`src/rtl/mathlib_pkg.sv`:
```
// Shared mathlib helpers: per-chunk leading-zero count and chunk-count arithmetic
// for the leading-zero / leading-sign normaliser.
package mathlib_pkg;

    localparam int CHUNK_MAX = 8;
    localparam int CNTBITS   = 3;

    typedef struct packed {
        logic               nz;
        logic [CNTBITS-1:0] cnt;
    } chunk_lzc_t;

    function automatic int nch_of(input int width, input int chunk);
        return (width + chunk - 1) / chunk;
    endfunction

    function automatic int padw_of(input int width, input int chunk);
        return nch_of(width, chunk) * chunk;
    endfunction

    // The chunk lives in v[cw-1:0] with its MSB at v[cw-1]; cnt is only meaningful when nz=1.
    function automatic chunk_lzc_t lzc_chunk(input logic [CHUNK_MAX-1:0] v, input int cw);
        chunk_lzc_t r;
        r = '0;
        for (int i = CHUNK_MAX - 1; i >= 0; i--) begin
            if (i < cw && v[i] && !r.nz) begin
                r.nz  = 1'b1;
                r.cnt = CNTBITS'(cw - 1 - i);
            end
        end
        return r;
    endfunction

endpackage

```
`src/rtl/lzd_chunk_select.sv`:
```
// Second-stage logic: MSB-first priority select over chunk flags and the
// left barrel shift that produces the normalised operand.
module lzd_chunk_select
    import mathlib_pkg::*;
#(
    parameter int WIDTH     = 32,
    parameter int CHUNK     = 8,
    parameter int SHIFTBITS = $clog2(WIDTH + 1)
) (
    input  chunk_lzc_t [nch_of(WIDTH, CHUNK)-1:0] i_lzc,
    input  logic [WIDTH-1:0]                     i_m,
    input  logic                                 i_signed,
    input  logic                                 i_noscale,
    output logic [WIDTH-1:0]                     o_m,
    output logic [SHIFTBITS-1:0]                 o_shift,
    output logic                                 o_zero
);

    localparam int NCH = nch_of(WIDTH, CHUNK);

    logic                 w_found;
    logic                 w_neg1;
    logic [SHIFTBITS-1:0] w_lz;
    logic [SHIFTBITS-1:0] w_shift;

    // Chunk NCH-1 holds the operand MSBs; scanning upward lets the highest nonzero chunk win.
    always_comb begin
        w_found = 1'b0;
        w_lz    = '0;
        for (int k = 0; k < NCH; k++) begin
            if (i_lzc[k].nz) begin
                w_found = 1'b1;
                w_lz    = SHIFTBITS'((NCH - 1 - k) * CHUNK + int'(i_lzc[k].cnt));
            end
        end
    end

    // An empty detect vector in signed mode with the sign set can only be all ones.
    assign w_neg1  = i_signed & i_m[WIDTH-1] & ~w_found;
    assign w_shift = w_found ? w_lz : (w_neg1 ? SHIFTBITS'(WIDTH - 1) : '0);

    always_comb begin
        o_zero = ~w_found & ~w_neg1;
        if (i_noscale) begin
            o_m     = i_m;
            o_shift = '0;
        end else begin
            o_m     = i_m << w_shift;
            o_shift = w_shift;
        end
    end

endmodule

```
`src/rtl/lzd_normalizer.sv`:
```
// Two-stage handshaked leading-zero / leading-sign normaliser: S1 computes
// per-chunk detect results, S2 selects the count and shifts the operand.
module lzd_normalizer
    import mathlib_pkg::*;
#(
    parameter int WIDTH     = 32,
    parameter int CHUNK     = 8,
    parameter int SHIFTBITS = $clog2(WIDTH + 1),
    parameter int TAGBITS   = 4
) (
    input  logic                 i_clk,
    input  logic                 i_nrst,
    input  logic                 i_valid,
    output logic                 o_ready,
    input  logic [WIDTH-1:0]     i_m,
    input  logic                 i_signed,
    input  logic                 i_noscale,
    input  logic [TAGBITS-1:0]   i_tag,
    output logic                 o_valid,
    input  logic                 i_ready,
    output logic [WIDTH-1:0]     o_m,
    output logic [SHIFTBITS-1:0] o_shift,
    output logic                 o_zero,
    output logic [TAGBITS-1:0]   o_tag
);

    // Handshake: a transfer happens on a cycle where both valid and ready are high at the
    // rising edge; ready never depends on the same-side valid, so no combinational loop forms.

    localparam int NCH = nch_of(WIDTH, CHUNK);
    localparam int PW  = padw_of(WIDTH, CHUNK);

    logic [WIDTH-1:0]       w_det;
    logic [PW-1:0]          w_pad;
    chunk_lzc_t [NCH-1:0]   w_lzc;
    logic                   w_s1_load;
    logic                   w_s2_load;
    logic [WIDTH-1:0]       w_sel_m;
    logic [SHIFTBITS-1:0]   w_sel_shift;
    logic                   w_sel_zero;

    logic                   r_v1;
    logic [WIDTH-1:0]       r_m1;
    logic                   r_signed1;
    logic                   r_noscale1;
    logic [TAGBITS-1:0]     r_tag1;
    chunk_lzc_t [NCH-1:0]   r_lzc1;

    logic                   r_v2;
    logic [WIDTH-1:0]       r_m2;
    logic [SHIFTBITS-1:0]   r_shift2;
    logic                   r_zero2;
    logic [TAGBITS-1:0]     r_tag2;

    // Signed mode looks for the first bit that differs from the sign; the zero appended at
    // the bottom keeps the vector WIDTH wide and can never be mistaken for a real bit.
    always_comb begin
        if (i_signed) begin
            w_det = {i_m[WIDTH-2:0] ^ {(WIDTH-1){i_m[WIDTH-1]}}, 1'b0};
        end else begin
            w_det = i_m;
        end
        w_pad = '0;
        w_pad[PW-1 -: WIDTH] = w_det;
        for (int k = 0; k < NCH; k++) begin
            w_lzc[k] = lzc_chunk(CHUNK_MAX'(w_pad[k*CHUNK +: CHUNK]), CHUNK);
        end
    end

    assign w_s2_load = ~r_v2 | i_ready;
    assign w_s1_load = ~r_v1 | w_s2_load;
    assign o_ready   = w_s1_load;

    lzd_chunk_select #(
        .WIDTH     (WIDTH),
        .CHUNK     (CHUNK),
        .SHIFTBITS (SHIFTBITS)
    ) u_select (
        .i_lzc     (r_lzc1),
        .i_m       (r_m1),
        .i_signed  (r_signed1),
        .i_noscale (r_noscale1),
        .o_m       (w_sel_m),
        .o_shift   (w_sel_shift),
        .o_zero    (w_sel_zero)
    );

    always_ff @(posedge i_clk or negedge i_nrst) begin
        if (!i_nrst) begin
            r_v1       <= 1'b0;
            r_m1       <= '0;
            r_signed1  <= 1'b0;
            r_noscale1 <= 1'b0;
            r_tag1     <= '0;
            r_lzc1     <= '0;
            r_v2       <= 1'b0;
            r_m2       <= '0;
            r_shift2   <= '0;
            r_zero2    <= 1'b0;
            r_tag2     <= '0;
        end else begin
            if (w_s1_load) begin
                r_v1 <= i_valid;
                if (i_valid) begin
                    r_m1       <= i_m;
                    r_signed1  <= i_signed;
                    r_noscale1 <= i_noscale;
                    r_tag1     <= i_tag;
                    r_lzc1     <= w_lzc;
                end
            end
            // Payload only moves with a real transaction so a stalled result stays stable.
            if (w_s2_load) begin
                r_v2 <= r_v1;
                if (r_v1) begin
                    r_m2     <= w_sel_m;
                    r_shift2 <= w_sel_shift;
                    r_zero2  <= w_sel_zero;
                    r_tag2   <= r_tag1;
                end
            end
        end
    end

    assign o_valid = r_v2;
    assign o_m     = r_m2;
    assign o_shift = r_shift2;
    assign o_zero  = r_zero2;
    assign o_tag   = r_tag2;

endmodule

```
`config.mk`:
```
export PLATFORM = sky130hd
export DESIGN_NAME = lzd_normalizer
export DESIGN_NICKNAME = d
export VERILOG_FILES = /design/src/rtl/mathlib_pkg.sv /design/src/rtl/lzd_chunk_select.sv /design/src/rtl/lzd_normalizer.sv
export SDC_FILE = /design/constraint.sdc
export NUM_CORES = 1
export LEC_CHECK = 0
export CAP_MARGIN = 20
export CORE_UTILIZATION = 55
export CTS_BUF_LIST = sky130_fd_sc_hd__clkbuf_16
export DETAILED_ROUTE_END_ITERATION = 16
export PLACE_DENSITY = 0.79
export SLEW_MARGIN = 25
export SYNTH_ARGS = -nofsm -noshare
export SYNTH_HDL_FRONTEND = slang
export SYNTH_HIERARCHICAL = 1
export SYNTH_SLANG_ARGS = --single-unit
```
`constraint.sdc`:
```
create_clock -name i_clk -period 6.1 [get_ports i_clk]
set_input_delay 1.22 -clock i_clk [delete_from_list [all_inputs] [get_ports i_clk]]
set_output_delay 1.22 -clock i_clk [all_outputs]
set_load 0.02 [all_outputs]
```
==> out/qor.yml <==
layout:
  area_delta_synth_final_pct: 15.29
  finish.utilization_pct: 64.86
  finish.cell_count_without_fillers: 1086
  num_antenna_cells: 0
  nNetsFinal: 949
  stdcell_area_mm2: 0.008556
  post_route_cells_drive_above_1_share_pct: 12.75
power_and_ir_drop:
  vdd_drop_max_mv: 0.1594
  static-leakage-power_nw: 3.569
  post-layout-total-power_mw: 2.578
  power_density_mw_per_mm2: 301.3
floorplan:
  initial_util_pct: 56.26
  floorplan.die_area_mm2: 0.01396
  die_x_um: 118.2
  core.rowCount: 42
  core_area_mm2: 0.01319
  boundaryPins: 87
  fp.dieH_um: 118.2
clock_network:
  cts_max_path_buffers: 2
  cts_hold_buf: 0
  worstSkewPairLatency_ns: 0.36
  tritoncts.num_buffers: 9
  clock-root-buffer: "clkbuf_16"
  clkSinkCount: 99
  cts_max_level: 3
  clk_pin_slew_ns: 0.07
  postCtsSetupBuffers: 0
  cts_resized: 0
  tritoncts_clock_tree: "done"
logic_synthesis:
  synth.top_cell.area_share_pct: 33.38
  synthDistinctLibCells: 75
  syn_avg_cell_area_um2: 8.629
  synth.yosys.seq_area_share_pct: 33.38
  syn_inst: 860
  yosys_register_bits: 99
  async_reset_ff_share_pct: 100.0
  post_synth_instance_area_mm2: 0.007421
  synth_enable_flop_cells: 0
  yosys-top-cells-area: "dfrtp_1 33%, nand2_1 8.9%, mux2_2 7.7%"
  synth_top_flop_cell: "dfrtp_1"
  yosys_warnings: 6
  synth_area_leader_cell: "dfrtp_1"
  synth_net_count: 902
global_route:
  first_pass_grt_wire_length_um: 36700
  maximum_number_of_pins_on_one_net_before_global_route_repair: 62
  globalRoute.totalOverflow: 0
  grt_antenna_before_repair: 0
  vias_in_the_first_global_route: 6607
  grtUsageTotal_pct: 33.50
route:
  routedWlPerCell_um: 20.90
  detailedRoute.firstIterationViolations: 802
  drt-vias-per-instance: 6.587
  final_antenna_net_count: 0
  drcViolationCount: 0
  vias: 7153
  first_pass_iters: 5
  postRouteWirelength_um: 22700
timing:
  relSlewSlack_pct: 42.44
  final.period_utilization_pct: 65.96
  layout_min_cycle_time_ns: 4.024
  tightest_slew_ns: 0.8634
  timing.final.max_slew_violations: 0
  timing.final.ws_setup_ns: 2.077
  final.setup_skew_ns: 0.007826
  achievable-frequency_mhz: 248.5
  setup_viols_final: 0
  rsz0062_at_grt: "no"
  final-hold-violation-count: 0
  final.hold.worst_slack_ns: 0.4774
  setup_total_negative_slack_ns: 0
critical_path:
  worst-path-max-fanout: 22
  criticalPathCategory: "flop to flop"
  worstPathRequired_ns: 6.34
  startpoint_type: "flop"
  critPathArrivalTime_ns: 4.27
  worstSetupEndpointType: "flop"
hold_path:
  timing.hold.worst.class: "flop to flop"
place:
  dp_hpwl_um: 16080
  dp_worst_setup_slack_ns: 2.147
  placed_cells_incl_taps: 1072
  portBuffers: 86
  placement.cell_area_mm2: 0.008277
  routabilityCongestion: 0.9845
run:
  max_cap_violations: 0
run_status:
  run_status: "finished clean"
worst paths after layout:
path | cells after the start | slack, ns | end | start
max | 8 | 2.08 | o_m[17] | r_lzc1[7]
min | 2 | 0.48 | r_lzc1[2] | r_lzc1[2]
max reg2reg | 8 | 2.08 | o_m[17] | r_lzc1[7]
min reg2reg | 2 | 0.48 | r_lzc1[2] | r_lzc1[2]
max in group asynchronous | 2 | 4.10 | r_lzc1[13] | i_nrst
min in group asynchronous | 1 | 0.83 | o_m[9] | i_nrst
worst max-delay path, stage by stage (launching register included):
cell     delay (ns)
dfrtp_1        0.52
or4_1          0.63
o21ai_2        0.28
a21o_1         0.69
mux2_1         0.44
mux4_2         0.52
a22o_1         0.25
a221o_1        0.32
mux2_2         0.26
layout by cell type (no fill, tap or decap), types with 9 or more instances in the layout:
| cell type | instances |
|---|---|
| mux2_2 | 51 |
| mux2i_1 | 40 |
| nand2b_1 | 11 |
| o21ai_1 | 9 |
| o31ai_1 | 9 |
| a211oi_1 | 22 |
| buf_4 | 16 |
| inv_1 | 23 |
| clkdlybuf4s50_1 | 85 |
| nand3_1 | 16 |
| clkbuf_16 | 9 |
| o21ai_0 | 32 |
| dfrtp_1 | 99 |
| a21oi_1 | 32 |
| nor3_1 | 24 |
| a22oi_1 | 10 |
| nand2_1 | 173 |
| nor2_1 | 59 |
| mux4_2 | 13 |
| nor2b_1 | 10 |
state kept, by name, indices dropped and copies added (netlist names), 4 cells and up:
signal   count
o_m         32
r_m1        32
r_lzc1      16
o_shift      6
o_tag        4
r_tag1       4
power by group:
part	leakage, nW	switching (mW)	internal [mW]
Combinational	2.22	0.600	0.500
Sequential	1.22	0.134	0.792
Clock	0.137	0.242	0.309
cell type report:
cell class	instances	area [µm²]
repair buffers	101	970.9
inverters	21	78.83
multi-input cells	675	4534
fillers	1150	4634
clock buffers	9	225.2
well taps	176	220.2
clock inverters	5	48.80
flip-flops and latches	99	2477
metal layers:
layer / track usage, % / up-vias / share of wire (%)
li1: - / 3271 / -
met2: 49.67 / 408 / 45
met5: 0 / - / 0
met1: 47.19 / 3407 / 43
met4: 15.79 / 0 / 3.5
met3: 6.419 / 67 / 9.2
cells in the mapped netlist, types with 4 or more instances:
library cell / number
o21ai_0: 33
xnor2_1: 4
a211o_1: 6
clkbuf_1: 28
a31oi_1: 8
o221ai_1: 8
nand4_1: 5
a221o_1: 6
o32ai_1: 4
nand2b_1: 11
and4_1: 8
a22oi_1: 10
o22ai_1: 8
a21oi_1: 33
a32oi_1: 7
a21o_1: 4
inv_1: 21
buf_2: 20
mux2_2: 51
nand2_1: 175
nor2b_1: 10
a22o_1: 6
nor3b_1: 7
o31ai_1: 9
and3_1: 4
a221oi_1: 4
o211ai_1: 8
buf_6: 7
buf_4: 8
nand3_1: 16
dfrtp_1: 99
nor2_1: 59
nor3_1: 24
mux2i_1: 40
mux4_2: 13
o21ai_1: 8
a211oi_1: 22
logic make-up after synthesis:
logic type | count (synthesis) | share of synthesized area, %
XOR/XNOR | 4 | 0.4720
flip-flops | 99 | 33.38
buffers and inverters | 86 | 5.800
AND/OR/NAND/NOR | 346 | 21.60
AO/OA/AOI/OAI | 218 | 21.26
other | 1 | 0.05053
multiplexers | 106 | 17.43
Note: power is estimated with default switching activity, not from simulation.
